--- src/rtl/plab5_mcore_mem_resp_buf.sv ---
// plab5_mcore_mem_resp_buf: security-tagged memory response queue that drops heads above the consumer level
module plab5_mcore_mem_resp_buf #(
    parameter  int p_opaque_nbits = 8,
    parameter  int p_data_nbits   = 32,
    parameter  int p_num_entries  = 4,
    localparam int resp_cnbits    = 3 + p_opaque_nbits + $clog2(p_data_nbits/8)
) (
    input  logic                    clk,
    input  logic                    reset,
    input  logic [resp_cnbits-1:0]  in_control,
    input  logic [p_data_nbits-1:0] in_data,
    input  logic                    in_sec_level,
    input  logic                    in_val,
    output logic                    in_rdy,
    input  logic                    out_consumer_level,
    output logic [resp_cnbits-1:0]  out_control,
    output logic [p_data_nbits-1:0] out_data,
    output logic                    out_sec_level,
    output logic                    out_val,
    input  logic                    out_rdy,
    output logic [7:0]              drop_count
);
    localparam int pw = $clog2(p_num_entries);
    logic [resp_cnbits-1:0]  ctrl_q [p_num_entries];
    logic [p_data_nbits-1:0] data_q [p_num_entries];
    logic                    sec_q  [p_num_entries];
    logic [pw-1:0]           wr_ptr;
    logic [pw-1:0]           rd_ptr;
    logic [pw:0]             count;
    logic                    nonempty;
    logic                    head_sec;
    logic                    eligible;
    logic                    drop;
    logic                    enq;
    logic                    pop;
    // Head eligibility, handshakes and registered-only output data
    always_comb begin
        nonempty      = count != '0;
        head_sec      = sec_q[rd_ptr];
        eligible      = nonempty && (head_sec <= out_consumer_level);
        drop          = nonempty && !eligible;
        in_rdy        = count != (pw+1)'(p_num_entries);
        out_val       = eligible;
        out_control   = nonempty ? ctrl_q[rd_ptr] : '0;
        out_sec_level = nonempty ? head_sec : 1'b0;
        out_data      = eligible ? data_q[rd_ptr] : '0;
        enq           = in_val && in_rdy;
        pop           = (eligible && out_rdy) || drop;
    end
    // Storage write; unknown tags are stored as high so they can never reach a low consumer
    always_ff @(posedge clk) begin
        if (enq) begin
            ctrl_q[wr_ptr] <= in_control;
            data_q[wr_ptr] <= in_data;
            sec_q[wr_ptr]  <= (in_sec_level === 1'b0) ? 1'b0 : 1'b1;
        end
    end
    // Pointers, occupancy and saturating drop counter
    always_ff @(posedge clk) begin
        if (reset) begin
            wr_ptr     <= '0;
            rd_ptr     <= '0;
            count      <= '0;
            drop_count <= '0;
        end else begin
            if (enq) wr_ptr <= wr_ptr + 1'b1;
            if (pop) rd_ptr <= rd_ptr + 1'b1;
            count <= count + {{pw{1'b0}}, enq} - {{pw{1'b0}}, pop};
            if (drop && drop_count != 8'hff) drop_count <= drop_count + 8'd1;
        end
    end
endmodule
--- config.mk ---
export PLATFORM = sky130hd
export DESIGN_NAME = plab5_mcore_mem_resp_buf
export DESIGN_NICKNAME = d
export VERILOG_FILES = /design/src/rtl/plab5_mcore_mem_resp_buf.sv
export SDC_FILE = /design/constraint.sdc
export NUM_CORES = 1
export LEC_CHECK = 0
export CAP_MARGIN = 10
export CELL_PAD_IN_SITES_DETAIL_PLACEMENT = 1
export CELL_PAD_IN_SITES_GLOBAL_PLACEMENT = 1
export CORE_MARGIN = 2
export CORE_UTILIZATION = 50
export CTS_CLUSTER_SIZE = 10
export DETAILED_ROUTE_END_ITERATION = 10
export GPL_ROUTABILITY_DRIVEN = 0
export PLACE_DENSITY_LB_ADDON = 0.25
export REMOVE_ABC_BUFFERS = 1
export SYNTH_ARGS = -nofsm -noshare
export SYNTH_HDL_FRONTEND = slang
export SYNTH_SLANG_ARGS = --single-unit
--- constraint.sdc ---
create_clock -name clk -period 4.15 [get_ports clk]
set_input_delay 0.6225 -clock clk [delete_from_list [all_inputs] [get_ports clk]]
set_output_delay 0.6225 -clock clk [all_outputs]
set_load 0.005 [all_outputs]
; ---- After elaboration in Yosys (flattened, before gate mapping)
; Memories as Yosys holds them, arrays and structs flattened. A register that Yosys moved wholly into a read port is not among the register bits.
; Index checks and enable logic that the tools add are counted.
[word_totals]
regBits = 15
mem_bits_rw = 184
n_memories = 3
[memory_table]
columns = memory, words, width, rd, rd_ports_with_merged_regs, wr, line
row1 = data_q, 4, 32, 1, 1, 1, 25  ; logic [p_data_nbits-1:0] data_q [p_num_entries];
row2 = ctrl_q, 4, 13, 1, 1, 1, 24  ; logic [resp_cnbits-1:0] ctrl_q [p_num_entries];
row3 = sec_q, 4, 1, 1, 1, 1, 26  ; logic sec_q [p_num_entries];
[op_classes]
add_sub_neg = 5
n_lt_le_gt_ge = 1
n_eq_ne = 3
mux = 12
n_reduce_logical = 8
[op_table]
columns = op, count
row1 = 32-bit 2-to-1 mux, 1
row2 = 13-bit 2-to-1 mux, 1
row3 = 2-bit 2-to-1 mux, 6
row4 = 8-bit by 1-bit adder with 8-bit output (second input constant), 1
row5 = 8-bit != test (second input constant), 1
row6 = 1-bit logical AND, 5
row7 = 2-bit by 1-bit adder with 2-bit output (second input constant), 2
row8 = 1-bit 2-to-1 mux, 4
row9 = 3-bit by 1-bit adder with 3-bit output, 1
row10 = 3-bit != test (second input constant), 1
row11 = 3-bit nonzero test, 1
row12 = 3-bit by 1-bit subtractor with 3-bit output, 1
row13 = 1-bit case equality test (second input constant), 1
row14 = 1-bit less-or-equal comparator, 1
row15 = 1-bit zero test, 1
row16 = 1-bit logical OR, 1

; ---- Logic depth before layout (Yosys ltp)
; Gate-level depths: netlist of run 1.
[depth]
depth_word = 7
ltp_mapped = 12

; ---- Worst setup path after synthesis of run 1
; OpenSTA, ideal clock, no wires.
[synth_path]
path_kind = flip-flop to flip-flop
startpoint = reg (tool-made name)
endpoint = reg count[2]
setup_time_ps = 128
t_arrival_ps = 2466
required_ps = 4022
slack_ps = 1557
path_stages_with_launch = 13
path_buffers = 1
period_less_slack_ps = 2593
cell_sequence = dfxtp_1 > buf_6 > mux4_2 > a21oi_1 > nor2_1 > ha_1 > inv_1 > ha_1 > inv_1 > fa_1 > xor2_1 > xnor2_1 > nor2_1
[synth_lines]
columns = element, line
row1 = to (signal assigned), 68  ; count <= count + {{pw{1'b0}}, enq} - {{pw{1'b0}}, pop};
row2 = to (decl), 29  ; logic [pw:0] count;

==> results of run 1 <==
## state kept, by name (all words and copies together), names as in the netlist, named ones only
| signal | count |
|---|---|
| count | 3 |
| ctrl_q | 52 |
| data_q | 128 |
| wr_ptr | 2 |
| rd_ptr | 2 |
| drop_count | 8 |
| sec_q | 4 |
## per-layer routing
layer / up-vias / track usage
li1: 1815 / -
met1: 2164 / 0.2678
met2: 129 / 0.3589
met3: 39 / 0.03950
met4: 0 / 0.08440
met5: - / 0
## layout by cell type, fill, tap and decap left out, types with 2 or more instances in the layout
cell,n
dfxtp_1,15
o31ai_1,3
xor2_1,2
and3_2,4
xnor2_1,2
o21ai_0,5
nand3_1,4
nand2_1,7
inv_1,8
buf_4,11
or3_1,5
and3_1,32
clkbuf_1,9
or4_1,3
clkbuf_16,25
clkdlybuf4s50_1,106
a21oi_1,11
ha_1,7
mux4_2,45
and2_1,15
edfxtp_1,184
nor2_1,6
## per-stage QoR
stage,total power [W],cells,setup slack (ns)
2_1_floorplan,0.003485,369,-0.1432
3_3_place_gp,0.004345,674,0.9536
3_5_place_dp,0.004417,674,0.9144
4_1_cts,0.006248,709,0.5142
5_1_grt,0.006462,709,0.4000
6_report,0.006172,709,0.4919
## Yosys cell counts (all sizes together) (4+ instances only)
cell type / instances
o21ai: 5
edfxtp: 184
nor2: 6
or3: 6
a21oi: 11
mux4: 46
and3: 36
ha: 7
nand3: 4
clkbuf: 14
buf: 6
nand2: 7
inv: 8
dfxtp: 17
and2: 15
## cells by family (layout without fill, tap and decap cells)
group / count (synthesis) / in the layout / synth area share
AOI/OAI and AO/OA: 20 / 20 / 0.01512
xor gates and xnor gates: 4 / 4 / 0.004506
adders and majority gates: 8 / 8 / 0.01384
buffers and inverters: 28 / 160 / 0.01625
DFF: 201 / 201 / 0.7543
muxes: 47 / 47 / 0.1350
and+or+nand+nor: 81 / 81 / 0.06098
## report_power, final
part | internal (W) | total [W] | switching, W
Sequential | 0.00247 | 0.00254 | 0.0000783
Clock | 0.00109 | 0.00181 | 0.000724
Combinational | 0.000995 | 0.00182 | 0.000822
Total | 0.00455 | 0.00617 | 0.00162
## path summary, 6_finish.rpt
kind	start	to	depth (start not counted)
setup / recovery	sec_q[0]	out_data[15]	5
hold / removal	wr_ptr[1]	wr_ptr[1]	2
setup reg to reg	sec_q[0]	count[2]	11
hold reg to reg	wr_ptr[1]	wr_ptr[1]	2
## final cells by class
class | count | area share
flip-flops and latches | 201 | 0.6029
multi-input cells | 160 | 0.1839
repair buffers | 117 | 0.1174
clock buffers | 34 | 0.06771
well taps | 188 | 0.02416
inverters | 8 | 0.003084
clock inverters | 1 | 0.0008994
## critical path, cell delays in order, from the launching register on
cell and delay (ns):
edfxtp_1 0.41, mux4_2 0.57, nand2_1 0.49, buf_4 0.31, and3_1 0.22, clkdlybuf4s50_1 0.54
==> impl_metrics.yaml, run 1 <==
run_status:
  status: "complete, no violations"
critical_path:
  arrival_ns: 3.04
  reg2reg_setup_slack_ns: 1.26
  crit_fanout: 14
  critPathKind: "register to primary output"
  cp-end-kind: "primary output"
  worst_setup_path_start_kind: "register"
  worstPathRequired_ns: 3.53
drt:
  dr_wl_met3_um: 878
  routedWlPerCell_um: 23.65
  drt_wl_total_mm: 16.77
  ant_nets: 0
  vias_per_cell: 5.849
  drt_iter0_drc: 214
  wl_met2_mm: 8.589
  dr.max_layer_used: "met4"
  drtPass1Iterations: 4
  num_vias: 4147
  drc: 0
  wl_met1_mm: 6.789
synth:
  netlist_area_um2: 7776
  avgSynthCellArea_um2: 19.99
  synth-seq-area-share: 0.7543
  ys_types: 29
  synthCells: 389
  synth_edf_count: 184
  synth.top_cells.by_area: "edfxtp_1, mux4_2, dfxtp_1"
  ys_ff_latch: 201
  synthArstFlopShare: 0
  ys.warnings.count: 0
  synth_flop_cell: "edfxtp_1"
  yosys.area.top_type: "edfxtp_1"
  netlist.area_leader.share: 0.7105
timing:
  max_freq_ghz: 0.2734
  rsz0062_at_grt: "false"
  slew_headroom: 0.3947
  whs_ns: 0.5051
  setup_viol: 0
  drv_slew: 0
  tightest_slew_ns: 0.9080
  finalCritPeriodShare: 0.8815
  fin_skew_ns: 0.01202
  setup_tns_ns: 0
  hold_viol: 0
  period_needed_ns: 3.658
floorplanning:
  pin_count: 107
  dieArea_um2: 16570
  die_h_um: 128.7
  die_w_um: 128.7
  core_area_um2: 15200
  rows: 45
  start_util: 0.5115
layout:
  multi_input_area_um2: 1790
  antenna_cells: 0
  seq_area_um2: 5871
  post-route-util: 0.6406
  fin_area_um2: 9738
  syn_to_final_growth_pct: 25.23
  drive_gt1_frac: 0.1727
  fillers: 1291
  nets: 571
cts:
  worstSkewPairLatency_ns: 0.50
  cts_setup_buffers: 0
  path_clk_slew_ns: 0.05
  htree_levels: 1
  tritoncts: "done"
  cts.sinks: 201
  hold_buffers: 0
  max-clock-path-buffers: 3
  root_buffer: "clkbuf_16"
  cts-resized-gates: 0
  cts_buffers: 24
grt:
  antenna_found_initial: 0
  grt_pass1_vias: 4676
  gr-total-overflow: 0
  grt_use_total: 0.2098
  grt_pass1_wl_mm: 26.02
  grt_max_degree: 50
placed_design:
  io_buffers: 106
  hpwl_mm: 10.28
  place_area_um2: 9070
job:
  max_cap_violations: 0
hold_path:
  min_path_type: "register to register"
pwr:
  total_leakage_power_nw: 3.252
  ir_drop_mv: 0.3860
  cellPowerDensity_nw_per_um2: 633.8
(Power assumes the default switching activity.)
==> run 2: changes to the inputs <==
Settings changed: ABC_AREA set to 1, CORE_UTILIZATION 50 to 47, SLEW_MARGIN set to 40.
==> impl_metrics.yaml, run 2 <==
hold_path:
  whs_endpoint: "drop_count[0]"
  hp-start: "drop_count[0]"
  min_path_type: "register to register"
  holdPathStages: 2
drt:
  drc: 0
  vias_per_cell: 5.364
  drt_wl_total_mm: 20.17
  drt_iter0_drc: 353
  num_vias: 5439
  routedWlPerCell_um: 19.89
  ant_nets: 0
  drtPass1Iterations: 4
synth:
  synthCells: 667
  ys_types: 22
  ys_ff_latch: 201
  yosysMostFrequentCell: "nor2_1"
  synth_flop_cell: "edfxtp_1"
  netlist_area_um2: 7976
  synth.top_cells.by_area: "edfxtp_1, nor2_1, o21ai_0"
  netlist.area_leader.share: 0.6927
  ys.warnings.count: 0
  synth_edf_count: 184
  synth-seq-area-share: 0.7354
  synthArstFlopShare: 0
  avgSynthCellArea_um2: 11.96
  synth_common_cells: "nor2_1, edfxtp_1, o21ai_0"
  yosys.area.top_type: "edfxtp_1"
grt:
  grt_pass1_vias: 6066
  grt_max_degree: 91
  grt_use_total: 0.2284
  grtUsageMet2: 0.4002
  gr-total-overflow: 0
  top_usage_layer: "met2"
  grt_pass1_wl_mm: 31.95
  met3_usage: 0.03590
  met1_usage: 0.2841
  antenna_found_initial: 0
timing:
  drv_slew: 0
  setup_viol: 0
  rsz0062_at_grt: "false"
  max_freq_ghz: 0.2795
  finalCritPeriodShare: 0.8623
  period_needed_ns: 3.578
  setup_tns_ns: 0
  tightest_slew_ns: 0.7259
  fin_skew_ns: 0.01523
  hold_viol: 0
  whs_ns: 0.5106
  final.setup.worst_slack_ns: 0.5716
  slew_headroom: 0.5161
critical_path:
  cp-end-kind: "primary output"
  rr_worst_depth: 13
  worst_setup_path_start_kind: "register"
  arrival_ns: 2.96
  crit_fanout: 34
  reg2reg_to: "count[2]"
  reg2reg_setup_slack_ns: 1.30
  critPathKind: "register to primary output"
  worstPathRequired_ns: 3.53
layout:
  layout_common_cells: "nor2_1, edfxtp_1, clkdlybuf4s50_1"
  regMostFlops: "data_q"
  nets: 836
  antenna_cells: 0
  top_regs: "data_q: 128 flops, ctrl_q: 52 flops, drop_count: 8 flops"
  post-route-util: 0.6030
  fin_area_um2: 10000
  syn_to_final_growth_pct: 25.36
  drive_gt1_frac: 0.06423
  layout_commonest_cell: "nor2_1"
  largest_register_ffs: 128
cts:
  cts_setup_buffers: 0
  max-clock-path-buffers: 3
  path_clk_slew_ns: 0.05
  cts.sinks: 201
  cts-resized-gates: 0
  root_buffer: "clkbuf_16"
  htree_levels: 1
  cts_buffers: 24
  worstSkewPairLatency_ns: 0.51
  tritoncts: "done"
  hold_buffers: 0
placed_design:
  io_buffers: 106
  place_area_um2: 9284
  hpwl_mm: 12.07
  dpl_worst_slack_ns: 1.040
floorplanning:
  dieArea_um2: 18030
  core_area_um2: 16580
  start_util: 0.4810
  die_w_um: 134.3
  pin_count: 107
  rows: 47
  die_h_um: 134.3
pwr:
  cellPowerDensity_nw_per_um2: 646.7
  ir_drop_mv: 0.4342
  total_leakage_power_nw: 3.432
job:
  max_cap_violations: 0
run_status:
  status: "complete, no violations"
-- run 2: cell types whose count changed in the layout (fill, tap and decap cells not counted), moves of 15 or more --
cell     previous run  this run
nor2_1              6       197
o21ai_0             5        94
a21oi_1            11        57
mux4_2             45         0
and3_1             32         0
nand2_1             7        26
inv_1               8        24
and2_1             15         0
-- run 2: worst max-delay path by stage --
stage | to | cells after the start | start
floorplan | out_data[0] | 6 | register
global placement | out_data[9] | 7 | out_consumer_level
detailed placement | out_data[9] | 7 | out_consumer_level
CTS | out_data[1] | 8 | register
global route | out_data[1] | 8 | register
finish | out_data[1] | 8 | register
-- run 2: cells by family (layout without fill, tap and decap cells) --
logic type | count (synthesis) | in the layout | synth area share
xor gates and xnor gates | 3 | 3 | 0.003295
AOI/OAI and AO/OA | 151 | 151 | 0.09474
adders and majority gates | 8 | 8 | 0.01349
buffers and inverters | 61 | 188 | 0.03263
and+or+nand+nor | 243 | 243 | 0.1205
DFF | 201 | 201 | 0.7354
-- run 2: power by group --
part           switching, W  internal [W]
registers          0.000113       0.00245
logic               0.00115      0.000872
clock network      0.000762       0.00112
total               0.00203       0.00444
-- run 2: cell type report --
type	instances	area, um^2
Fill cell	1705	6584
Inverter	27	101.3
Timing Repair Buffer	118	1175
Clock buffer	42	689.4
Multi-Input combinational cell	405	1881
Sequential cell	201	5871
Clock inverter	1	7.507
Tap cell	220	275.3
-- run 2: worst max-delay path, stage by stage, from the launching register on --
cell and delay (ns):
dfxtp_4 0.52, buf_4 0.42, nand2_1 0.14, nand3_2 0.12, nand3_2 0.10, nand2_1 0.29
buf_12 0.24, a21oi_1 0.09, clkdlybuf4s50_1 0.50
-- run 2: stage by stage --
| stage | power [W] | cells |
|---|---|---|
| 2_1_floorplan | 0.003500 | 633 |
| 3_3_place_gp | 0.004508 | 970 |
| 4_1_cts | 0.006517 | 1013 |
| 3_5_place_dp | 0.004617 | 970 |
| 5_1_grt | 0.006811 | 1014 |
| 6_report | 0.006467 | 1014 |
-- run 2: layer usage --
| layer | share of wire | wire (um) | up-vias |
|---|---|---|---|
| met5 | 0 | 0 | - |
| met4 | 0.028 | 567 | 0 |
| met3 | 0.049 | 984 | 36 |
| met2 | 0.51 | 10190 | 158 |
| met1 | 0.42 | 8425 | 2701 |
| li1 | - | - | 2544 |
